**src/rtl/ising_run_sequencer_pkg.sv**
```systemverilog
// ising_run_sequencer_pkg
// Shared definitions for the Ising run sequencer:
//   - state_t          : sequencer state encoding
//   - WADDR_*_SHIFT    : weight address composition (row/column shifts)
//   - PADDR_SHIFT      : phase read address stride shift
//   - *_ADDR           : ising_axi register map, mirrored from the ising_axi header
//   - weight_addr()    : WEIGHT_ADDR_BASE + (i << 2) + (j << 13)
//   - phase_addr()     : PHASE_ADDR_BASE + (k << 2)
// Optional macro: ISING_RESTART_EN adds the S_RESTART state.
package ising_run_sequencer_pkg;

    typedef enum logic [3:0] {
        S_IDLE,
        S_CFG_CUT,
        S_CFG_MAX,
        S_LOAD_W,
        S_START,
`ifdef ISING_RESTART_EN
        S_RESTART,
`endif
        S_RUN,
        S_STOP,
        S_RD,
        S_DONE
    } state_t;

    localparam int unsigned WADDR_I_SHIFT = 2;
    localparam int unsigned WADDR_J_SHIFT = 13;
    localparam int unsigned PADDR_SHIFT   = 2;

    // ising_axi register map
    localparam logic [31:0] START_ADDR       = 32'h0000_0004;
    localparam logic [31:0] CTR_CUTOFF_ADDR  = 32'h0000_0008;
    localparam logic [31:0] CTR_MAX_ADDR     = 32'h0000_000C;
    localparam logic [31:0] PHASE_ADDR_BASE  = 32'h0000_0200;
    localparam logic [31:0] WEIGHT_ADDR_BASE = 32'h0001_0000;

    // START is held this many cycles in S_RESTART before the 0/1 rewrite
    localparam int unsigned RESTART_HOLD = 16;

    function automatic logic [31:0] weight_addr(input logic [31:0] i, input logic [31:0] j);
        return WEIGHT_ADDR_BASE + (i << WADDR_I_SHIFT) + (j << WADDR_J_SHIFT);
    endfunction

    function automatic logic [31:0] phase_addr(input logic [31:0] k);
        return PHASE_ADDR_BASE + (k << PADDR_SHIFT);
    endfunction

endpackage

```
**src/rtl/ising_run_sequencer_cmd_fifo.sv**
```systemverilog
// ising_cmd_fifo
// Synchronous first-word-fall-through FIFO for weight commands.
// Ports:
//   clk, rstn      : clock, synchronous active-low reset (clears pointers)
//   push, din      : write request and data (accepted when not full, or when
//                    a pop happens in the same cycle)
//   pop, dout      : read request; dout always shows the head entry
//   full, empty    : occupancy flags
module ising_cmd_fifo #(
    parameter int unsigned W     = 38,
    parameter int unsigned DEPTH = 16
) (
    input  logic         clk,
    input  logic         rstn,
    input  logic         push,
    input  logic [W-1:0] din,
    input  logic         pop,
    output logic [W-1:0] dout,
    output logic         full,
    output logic         empty
);
    localparam int unsigned AW = $clog2(DEPTH);

    logic [W-1:0] mem [DEPTH];
    logic [AW:0]  wptr;
    logic [AW:0]  rptr;
    logic         do_push;
    logic         do_pop;

    // Extra pointer MSB distinguishes full from empty when the indices match
    assign empty   = (wptr == rptr);
    assign full    = (wptr[AW] != rptr[AW]) && (wptr[AW-1:0] == rptr[AW-1:0]);
    assign do_push = push && (!full || pop);
    assign do_pop  = pop && !empty;
    assign dout    = mem[rptr[AW-1:0]];

    always_ff @(posedge clk) begin
        if (do_push) begin
            mem[wptr[AW-1:0]] <= din;
        end
    end

    always_ff @(posedge clk) begin
        if (!rstn) begin
            wptr <= '0;
            rptr <= '0;
        end else begin
            if (do_push) begin
                wptr <= wptr + 1'b1;
            end
            if (do_pop) begin
                rptr <= rptr + 1'b1;
            end
        end
    end

endmodule

```
**src/rtl/ising_run_sequencer.sv**
```systemverilog
// ising_run_sequencer
// Runs one complete Ising/max-cut solve on ising_axi: drains queued weight
// commands into the write port, programs CTR_CUTOFF/CTR_MAX, holds START for
// run_cycles cycles, stops the array, reads N phases and thresholds them into
// an N-bit spin vector.
// Ports:
//   clk, axi_rstn            : clock, synchronous active-low reset
//   cmd_valid/cmd_ready      : weight command handshake (cmd_i, cmd_j, cmd_w)
//   go                       : start a run (sampled in IDLE only)
//   cutoff/ctr_max/run_cycles: run configuration, latched on go
//   busy, done, spins        : status; spins valid from the done pulse
//   wready/wr_addr/wdata     : registered ising_axi write port
//   araddr/rdata             : ising_axi read port
// Optional macro: ISING_RESTART_EN inserts a 16-cycle hold plus START 0/1
// rewrite between START and RUN.
module ising_run_sequencer
    import ising_run_sequencer_pkg::*;
#(
    parameter int unsigned N         = 8,
    parameter int unsigned IDXW      = 3,
    parameter int unsigned CMD_DEPTH = 16,
    parameter int unsigned READ_LAT  = 1
) (
    input  logic            clk,
    input  logic            axi_rstn,
    input  logic            cmd_valid,
    output logic            cmd_ready,
    input  logic [IDXW-1:0] cmd_i,
    input  logic [IDXW-1:0] cmd_j,
    input  logic [31:0]     cmd_w,
    input  logic            go,
    input  logic [31:0]     cutoff,
    input  logic [31:0]     ctr_max,
    input  logic [31:0]     run_cycles,
    output logic            busy,
    output logic            done,
    output logic [N-1:0]    spins,
    output logic            wready,
    output logic [31:0]     wr_addr,
    output logic [31:0]     wdata,
    output logic [31:0]     araddr,
    input  logic [31:0]     rdata
);
    localparam int unsigned FW   = 2 * IDXW + 32;
    localparam int unsigned LATW = $clog2(READ_LAT + 1) + 1;

    state_t            state, state_d;
    logic              fifo_full, fifo_empty, pop;
    logic [FW-1:0]     fifo_dout;
    logic [IDXW-1:0]   f_i, f_j;
    logic [31:0]       f_w;
    logic [31:0]       cut_q, max_q, runc_q, cnt_q;
    logic [IDXW-1:0]   rd_k;
    logic [LATW-1:0]   lat_q;
    logic [N-1:0]      shadow, shadow_nxt, spins_q;
    logic              wready_q;
    logic [31:0]       wr_addr_q, wdata_q, araddr_q;
    logic              wr_en;
    logic [31:0]       wr_a, wr_d;
    logic              rd_sample, rd_last;
`ifdef ISING_RESTART_EN
    logic [4:0]        rs_cnt;
`endif

    ising_cmd_fifo #(.W(FW), .DEPTH(CMD_DEPTH)) u_fifo (
        .clk   (clk),
        .rstn  (axi_rstn),
        .push  (cmd_valid && cmd_ready),
        .din   ({cmd_i, cmd_j, cmd_w}),
        .pop   (pop),
        .dout  (fifo_dout),
        .full  (fifo_full),
        .empty (fifo_empty)
    );

    assign {f_i, f_j, f_w} = fifo_dout;
    assign cmd_ready = !fifo_full;
    assign busy      = (state != S_IDLE);
    assign done      = (state == S_DONE);
    assign spins     = spins_q;
    assign wready    = wready_q;
    assign wr_addr   = wr_addr_q;
    assign wdata     = wdata_q;
    assign araddr    = araddr_q;

    assign rd_sample = (state == S_RD) && (lat_q == LATW'(READ_LAT));
    assign rd_last   = rd_k == IDXW'(N - 1);

    always_comb begin
        shadow_nxt       = shadow;
        shadow_nxt[rd_k] = (rdata >= cut_q);
    end

    always_ff @(posedge clk) begin
        if (!axi_rstn) begin
            state <= S_IDLE;
        end else begin
            state <= state_d;
        end
    end

    always_comb begin
        state_d = state;
        pop     = 1'b0;
        wr_en   = 1'b0;
        wr_a    = wr_addr_q;
        wr_d    = wdata_q;
        case (state)
            S_IDLE: begin
                if (go) state_d = S_CFG_CUT;
            end
            S_CFG_CUT: begin
                wr_en   = 1'b1;
                wr_a    = CTR_CUTOFF_ADDR;
                wr_d    = cut_q;
                state_d = S_CFG_MAX;
            end
            S_CFG_MAX: begin
                wr_en   = 1'b1;
                wr_a    = CTR_MAX_ADDR;
                wr_d    = max_q;
                state_d = S_LOAD_W;
            end
            S_LOAD_W: begin
                if (!fifo_empty) begin
                    pop = 1'b1;
                    // Diagonal entries are consumed without a write
                    if (f_i != f_j) begin
                        wr_en = 1'b1;
                        wr_a  = weight_addr(32'(f_i), 32'(f_j));
                        wr_d  = f_w;
                    end
                end else begin
                    state_d = S_START;
                end
            end
            S_START: begin
                wr_en = 1'b1;
                wr_a  = START_ADDR;
                wr_d  = 32'd1;
`ifdef ISING_RESTART_EN
                state_d = S_RESTART;
`else
                state_d = S_RUN;
`endif
            end
`ifdef ISING_RESTART_EN
            S_RESTART: begin
                if (rs_cnt == 5'(RESTART_HOLD)) begin
                    wr_en = 1'b1;
                    wr_a  = START_ADDR;
                    wr_d  = 32'd0;
                end else if (rs_cnt == 5'(RESTART_HOLD + 1)) begin
                    wr_en   = 1'b1;
                    wr_a    = START_ADDR;
                    wr_d    = 32'd1;
                    state_d = S_RUN;
                end
            end
`endif
            S_RUN: begin
                if (cnt_q <= 32'd1) state_d = S_STOP;
            end
            S_STOP: begin
                wr_en   = 1'b1;
                wr_a    = START_ADDR;
                wr_d    = 32'd0;
                state_d = S_RD;
            end
            S_RD: begin
                if (rd_sample && rd_last) state_d = S_DONE;
            end
            S_DONE: begin
                state_d = S_IDLE;
            end
            default: state_d = S_IDLE;
        endcase
    end

    always_ff @(posedge clk) begin
        if (!axi_rstn) begin
            cut_q     <= '0;
            max_q     <= '0;
            runc_q    <= '0;
            cnt_q     <= '0;
            rd_k      <= '0;
            lat_q     <= '0;
            shadow    <= '0;
            spins_q   <= '0;
            wready_q  <= 1'b0;
            wr_addr_q <= '0;
            wdata_q   <= '0;
            araddr_q  <= '0;
`ifdef ISING_RESTART_EN
            rs_cnt    <= '0;
`endif
        end else begin
            wready_q  <= wr_en;
            wr_addr_q <= wr_a;
            wdata_q   <= wr_d;
            case (state)
                S_IDLE: begin
                    if (go) begin
                        cut_q  <= cutoff;
                        max_q  <= ctr_max;
                        runc_q <= run_cycles;
                    end
                end
                S_START: begin
                    // A zero run length still spends one cycle in RUN
                    cnt_q <= (runc_q == 32'd0) ? 32'd1 : runc_q;
`ifdef ISING_RESTART_EN
                    rs_cnt <= '0;
`endif
                end
`ifdef ISING_RESTART_EN
                S_RESTART: begin
                    rs_cnt <= rs_cnt + 5'd1;
                end
`endif
                S_RUN: begin
                    cnt_q <= cnt_q - 32'd1;
                end
                S_STOP: begin
                    araddr_q <= phase_addr(32'd0);
                    rd_k     <= '0;
                    lat_q    <= '0;
                end
                S_RD: begin
                    if (rd_sample) begin
                        shadow <= shadow_nxt;
                        // spins loads on the RD->DONE edge so it is valid
                        // in the same cycle done is high
                        if (rd_last) begin
                            spins_q <= shadow_nxt;
                        end else begin
                            rd_k     <= rd_k + IDXW'(1);
                            araddr_q <= phase_addr(32'(rd_k) + 32'd1);
                            lat_q    <= '0;
                        end
                    end else begin
                        lat_q <= lat_q + LATW'(1);
                    end
                end
                default: ;
            endcase
        end
    end

endmodule

```
**config.mk**
```make
export PLATFORM = sky130hd
export DESIGN_NAME = ising_run_sequencer
export DESIGN_NICKNAME = d
export VERILOG_FILES = /design/src/rtl/ising_run_sequencer_pkg.sv /design/src/rtl/ising_run_sequencer_cmd_fifo.sv /design/src/rtl/ising_run_sequencer.sv
export SDC_FILE = /design/constraint.sdc
export NUM_CORES = 1
export LEC_CHECK = 0
export CAP_MARGIN = 20
export CORE_MARGIN = 2
export CORE_UTILIZATION = 49
export CTS_CLUSTER_DIAMETER = 30
export DETAILED_ROUTE_END_ITERATION = 16
export DONT_BUFFER_PORTS = 1
export MAX_ROUTING_LAYER = met4
export PLACE_DENSITY = 0.69
export SLEW_MARGIN = 15
export SYNTH_ARGS = -nofsm -noshare
export SYNTH_HDL_FRONTEND = slang
export SYNTH_SLANG_ARGS = --single-unit
```
**constraint.sdc**
```tcl
create_clock -name clk -period 5.5 [get_ports clk]
set_input_delay 1.1 -clock clk [delete_from_list [all_inputs] [get_ports clk]]
set_output_delay 1.1 -clock clk [all_outputs]
set_load 0.1 [all_outputs]
```
Yosys cells after proc, flatten, opt, wreduce, memory -nomap -nowiden. Memories as Yosys holds them, arrays and structs flattened. A register that Yosys moved wholly into a read port is not among the register bits. Cells that the tools add are included.

Flip-flop bits (word level): 260. Memory bits (writable): 608. Word-level logic and storage cells: 113. Output and inout port bits: 108. Memories kept: 1.

Memories: u_fifo.mem (words 16, width 38, rd ports 1, clocked after Yosys merged registers in 1, write ports 1, RTL line ising_run_sequencer_cmd_fifo.sv:24) `logic [W-1:0] mem [DEPTH];`.

Magnitude comparators: 4. Add/sub/neg operators: 9. Muxes and demuxes: 34. Equality and inequality tests: 23. Reductions and logical operators: 27.

Operators by type and width (number): 2-to-1 mux 32 bit (7); case mux 32 bit (5 select lines) (1); case mux 32 bit (2 select lines) (2); case mux 32 bit (4 select lines) (1); >= comparator 32 bit (1); less-or-equal comparator 32 x 1 -> 1 bit (second input constant) (1); logical NOT 32 bit (1); case mux 4 bit (8 select lines) (1); subtractor 32 x 1 -> 32 bit (second input constant) (1); 2-to-1 mux 4 bit (6); adder 18 x 16 -> 19 bit (1); adder 17 x 5 -> 18 bit (first input constant) (1); equality test 4 x 3 -> 1 bit (second input constant) (4); inequality test 2 bit (second input constant) (7); AND reduction 3 bit (4); adder 10 x 6 -> 11 bit (first input constant) (1); adder 5 x 1 -> 5 bit (second input constant) (2); bitwise mux 8 bit (1); equality test 4 x 2 -> 1 bit (second input constant) (2); nonzero test 4 bit (2); logical AND 1 bit (7); 2-to-1 mux 1 bit (7); 2-to-1 mux 3 bit (2); case mux 3 bit (2 select lines) (1); 28 further kinds (33).

Longest topological paths before layout.
Depth in word-level cells: 7. Depth in mapped cells: 12. Gate-level depth less buffers: 10.

Cells and area by module. A second synthesis with hierarchy kept.

Cell total of the unflattened synthesis: 2148. Area, all modules: 33327.0 um2.

Modules (own cells, without submodules): ising_cmd_fifo (seq. area each 18537.8 um2, cells an instance 929, area each 23576.4 um2, instances 1); ising_run_sequencer (seq. area each 3903.7 um2, cells an instance 1219, area each 9750.6 um2, instances 1).

Worst setup path before layout. No wires, ideal clock.

Path kind: flip-flop to flip-flop. From: register u_fifo.wptr[3]. To: memory u_fifo.mem[3][0] (enable). Library setup time: 481 ps. Slack: 405 ps. Arrival time: 4614 ps. Cell stages (with the launch flop): 9. Clock period less this slack: 5095 ps. Cell sequence: dfxtp_1 > buf_2 > xor2_1 > nor4_2 > nand2_1 > and2_1 > clkbuf_1 > nand2_1 > nor3_1.

Word-level cells in the longest chain between the ends: 7.

RTL lines: start, declared (RTL line ising_run_sequencer_cmd_fifo.sv:25) `logic [AW:0] wptr;`; start signal, assigned (RTL line ising_run_sequencer_cmd_fifo.sv:49) `wptr <= wptr + 1'b1;`; equality test 4 bit * (RTL line ising_run_sequencer_cmd_fifo.sv:32) `assign full = (wptr[AW] != rptr[AW]) && (wptr[AW-1:0] == rptr[AW-1:0]);`; logical AND 1 bit * (RTL line ising_run_sequencer_cmd_fifo.sv:32); logical NOT 1 bit * (RTL line ising_run_sequencer.sv:77) `assign cmd_ready = !fifo_full;`; net cmd_ready (RTL line ising_run_sequencer.sv:27) `output logic cmd_ready,`; logical AND 1 bit / logical OR 1 bit (equally long branches) (RTL line ising_run_sequencer.sv:68, ising_run_sequencer_cmd_fifo.sv:33); logical AND 1 bit * (RTL line ising_run_sequencer_cmd_fifo.sv:33) `assign do_push = push && (!full || pop);`; 2-to-1 mux 1 bit * (RTL line ising_run_sequencer_cmd_fifo.sv:38) `if (do_push) begin`; 2-to-1 mux 1 bit (implied by the code) * (RTL line ising_run_sequencer_cmd_fifo.sv:39) `mem[wptr[AW-1:0]] <= din;`; end, declared (RTL line ising_run_sequencer_cmd_fifo.sv:24).

The timed path passes the listed nets; every way through them passes the cells marked *.

Final worst setup path.
From: register state[0]. To: output busy.

Word-level cells in the longest chain between the ends: 1.

RTL lines: start, declared (RTL line ising_run_sequencer.sv:47) `state_t state, state_d;`; start signal, assigned (RTL line ising_run_sequencer.sv:98) `state <= state_d;`; nonzero test 4 bit (RTL line ising_run_sequencer.sv:78) `assign busy = (state != S_IDLE);`; end, declared (RTL line ising_run_sequencer.sv:35) `output logic busy,`.

Every way passes these cells.

==> run_results.csv <==
group,metric,value,unit
status,status,"completed",
clock_tree,cts_tree,"done",
logic_synthesis,yosysTopAreaCell,"edfxtp_1",
clock_tree,post_cts_buffers,0,
drt,via_per_inst,6.10,
final_layout,final_cell_area,39400,sq um
floorplan,die_area,70100,sq um
final_layout,layout_common_cells,"edfxtp_1, nand2_1, dfxtp_1",
logic_synthesis,yosysSeqAreaShare,67.4,%
place,dp_hpwl,50100,microns
logic_synthesis,synth_seq_cells,817,
sta,worstMarginPinSlew,1.21,ns
global_route,grt_pass1_vias,20800,
critical_path,rrSetupSlack,1.76,ns
critical_path,cp.required,4.40,ns
sta,setup_violations,0,
sta,slew_violations,0,
sta,fmax,264,MHz
floorplan,num_rows,95,
drt,wl_met1,33600,microns
clock_tree,cts_root_buf,"clkbuf_16",
logic_synthesis,synthArstFlopShare,0,%
global_route,antenna_found_initial,4,
critical_path,worstPathArrival,2.69,ns
critical_path,startpoint,"state[0]",
drt,wl,85300,microns
critical_path,crit_end,"busy",
logic_synthesis,yosys_warnings,0,
sta,max_slew_margin,19.4,%
drt,drtIter0Drc,2306,
logic_synthesis,synth_edf_count,608,
logic_synthesis,netlist_area,33300,sq um
pwr,power.leakage,12.8,nW
sta,rsz0062_at_grt,"no",
clock_tree,worstSkewPairLatency,0.74,ns
logic_synthesis,dominantRegCellSynth,"edfxtp_1",
pwr,powerDensity,509,nW/um^2
logic_synthesis,yosys-top-cells-area,"edfxtp_1, dfxtp_1, mux4_2, nand2_1, a21oi_1",
global_route,grt_remaining_overflow,0,
worst_hold_path,holdCritStartpoint,"lat_q[1]",
drt,dr_total_vias,20400,
logic_synthesis,synth_cell_types,68,
clock_tree,clock_sinks,817,
sta,setup_tns,0,ns
clock_tree,clock_tree.htree_level_count,4,
critical_path,setup.worst_path.start_class,"flop",
place,portBuffers,0,
global_route,grt_max_degree,97,
drt,ant_nets,0,
place,place_area,34100,sq um
floorplan,io-pin-count,278,
worst_hold_path,holdPathStages,2,
drt,dr.pass1.iters,8,
floorplan,start_util,49.5,%
critical_path,worst-path-buf-inv,2,
drt,highest_layer,"met4",
drt,wire_per_inst,25.4,microns
pwr,total_power,20.1,mW
clock_tree,cts_buffers,148,
logic_synthesis,syn_inst,2294,
job,drv_cap,0,
clock_tree,ctsResizeCount,0,
floorplan,die_w,265,microns
final_layout,drive_gt1_share,20.0,%
critical_path,crit_type,"flop to output port",
critical_path,crit_family,"buffers and inverters",
worst_hold_path,holdCritPathClass,"flop to flop",
final_layout,fin_nets,2565,
drt,dr_wl_met2,41500,microns
final_layout,fill_cells,4932,
logic_synthesis,synth_top_area_share,54.8,%
floorplan,die_h,265,microns
critical_path,crit_path_max_fanout,22,
critical_path,endpoint_kind,"output port",
final_layout,area_delta_synth_final,18.2,%
pwr,ir_drop,0.379,mV
global_route,grt_pass1_wl,128000,microns
floorplan,core-area,67300,sq um
clock_tree,cts_hold_buf,0,
logic_synthesis,avgSynthCellArea,14.5,sq um
critical_path,crit_chain,"buf_4 > nor4_1 > inv_1",
critical_path,slowest_stage,"inv_1",
sta,min_period,3.79,ns
clock_tree,clkTransAtPathRegs,0.05,ns
final_layout,final_common_cell,"edfxtp_1",
global_route,grt_usage,25.3,%
critical_path,crit_cells,3,
place,finalWeightedCongestion,0.867,
critical_path,reg2reg_to,"wr_addr[2]",
critical_path,critPathMaxStageDelay,0.64,ns
critical_path,rr_worst_depth,10,
sta,hold_violations,0,
sta,period_share,69.0,%
drt,drc,0,
sta,finClkSkew,0.0438,ns
drt,dr_wl_met3,7930,microns
clock_tree,clock_path_buffers,3,
[cell type report]
class / instances / area [sq um] / area share (%)
antenna: 2 / 5.00 / 0.0127
clock buffer: 166 / 3850 / 9.78
clock inverter: 107 / 1370 / 3.49
inverter: 47 / 179 / 0.454
multi-input combinational: 1291 / 10000 / 25.4
sequential: 817 / 22500 / 57.0
tap: 873 / 1090 / 2.77
timing repair buffer: 49 / 420 / 1.07
[worst register-to-register path, stage by stage (launching register included)]
cell and delay [ns]:
dfxtp_1 0.95, buf_4 0.38, mux2_2 0.38, xnor2_1 0.16, nor4_1 0.06, o21ai_0 0.29, a41oi_2 0.24, o21ai_4 0.21
buf_4 0.58, mux2i_1 0.26, nor2_1 0.06
[through the flow]
step / hold WS, ns / util, % / cells / setup WS [ns]
floorplan: 0.431 / - / 2345 / 0.405
global placement: 0.439 / 50.7 / 3075 / 1.76
detailed placement: 0.445 / 50.7 / 3075 / 1.67
CTS: 0.409 / 58.5 / 3348 / 1.69
global route: 0.422 / 58.5 / 3352 / 1.53
finish: 0.448 / 58.5 / 3352 / 1.71
[worst min-delay path by stage]
stage,endpoint,slack [ns]
2_1_floorplan,lat_q[1],0.43
3_3_place_gp,lat_q[1],0.44
3_5_place_dp,lat_q[1],0.45
4_1_cts,u_fifo.mem[11][28],0.41
5_1_grt,u_fifo.mem[11][28],0.42
6_report,lat_q[1],0.45
[power breakdown]
| group | leakage (nW) | total (mW) | switching (mW) | internal, mW |
|---|---|---|---|---|
| sequential | 7.19 | 7.75 | 0.785 | 6.97 |
| clock | 2.51 | 9.38 | 3.26 | 6.12 |
| combinational | 3.14 | 2.92 | 2.02 | 0.909 |
[Yosys cell counts, types with 8 or more instances]
cell / count
nor2_1: 96
o41ai_1: 8
mux4_2: 148
a22oi_1: 8
a222oi_1: 39
o211ai_1: 35
edfxtp_1: 608
buf_2: 41
a211oi_1: 8
xor2_1: 15
nand2_1: 334
buf_1: 10
dfxtp_1: 209
nor4_1: 21
nand2b_1: 14
mux2i_1: 52
nand3_1: 42
a21o_1: 8
a221oi_1: 10
ha_1: 41
o21ai_0: 60
a21oi_1: 139
nand4_1: 8
clkbuf_1: 78
xnor2_1: 14
nor3_1: 26
o21ai_1: 33
buf_4: 58
inv_1: 47
[metal layers]
layer,vias to the layer above,GRT usage [%]
met4,0,9.16
met2,1088,40.1
li1,8851,-
met5,-,-
met3,147,6.33
met1,10400,31.8
[cell families after synthesis]
family / count (synthesis) / share of synthesized area, %
DFF: 817 / 67.4
and+or+nand+nor: 582 / 7.67
AOI/OAI and AO/OA: 382 / 7.34
buffers and inverters: 237 / 3.55
muxes: 205 / 11.7
adders and majority gates: 41 / 1.54
xor gates and xnor gates: 29 / 0.763
other: 1 / 0.0113
[state kept, by name, indices dropped and copies added, names as in the netlist, 4 cells and up, named ones only]
signal	count
wr_addr	7
u_fifo.wptr	5
cnt_q	32
wdata	32
u_fifo.mem	608
runc_q	32
cut_q	32
u_fifo.rptr	5
max_q	32
shadow	8
state	4
spins	8
No activity file was read; power rests on OpenSTA's default activity.
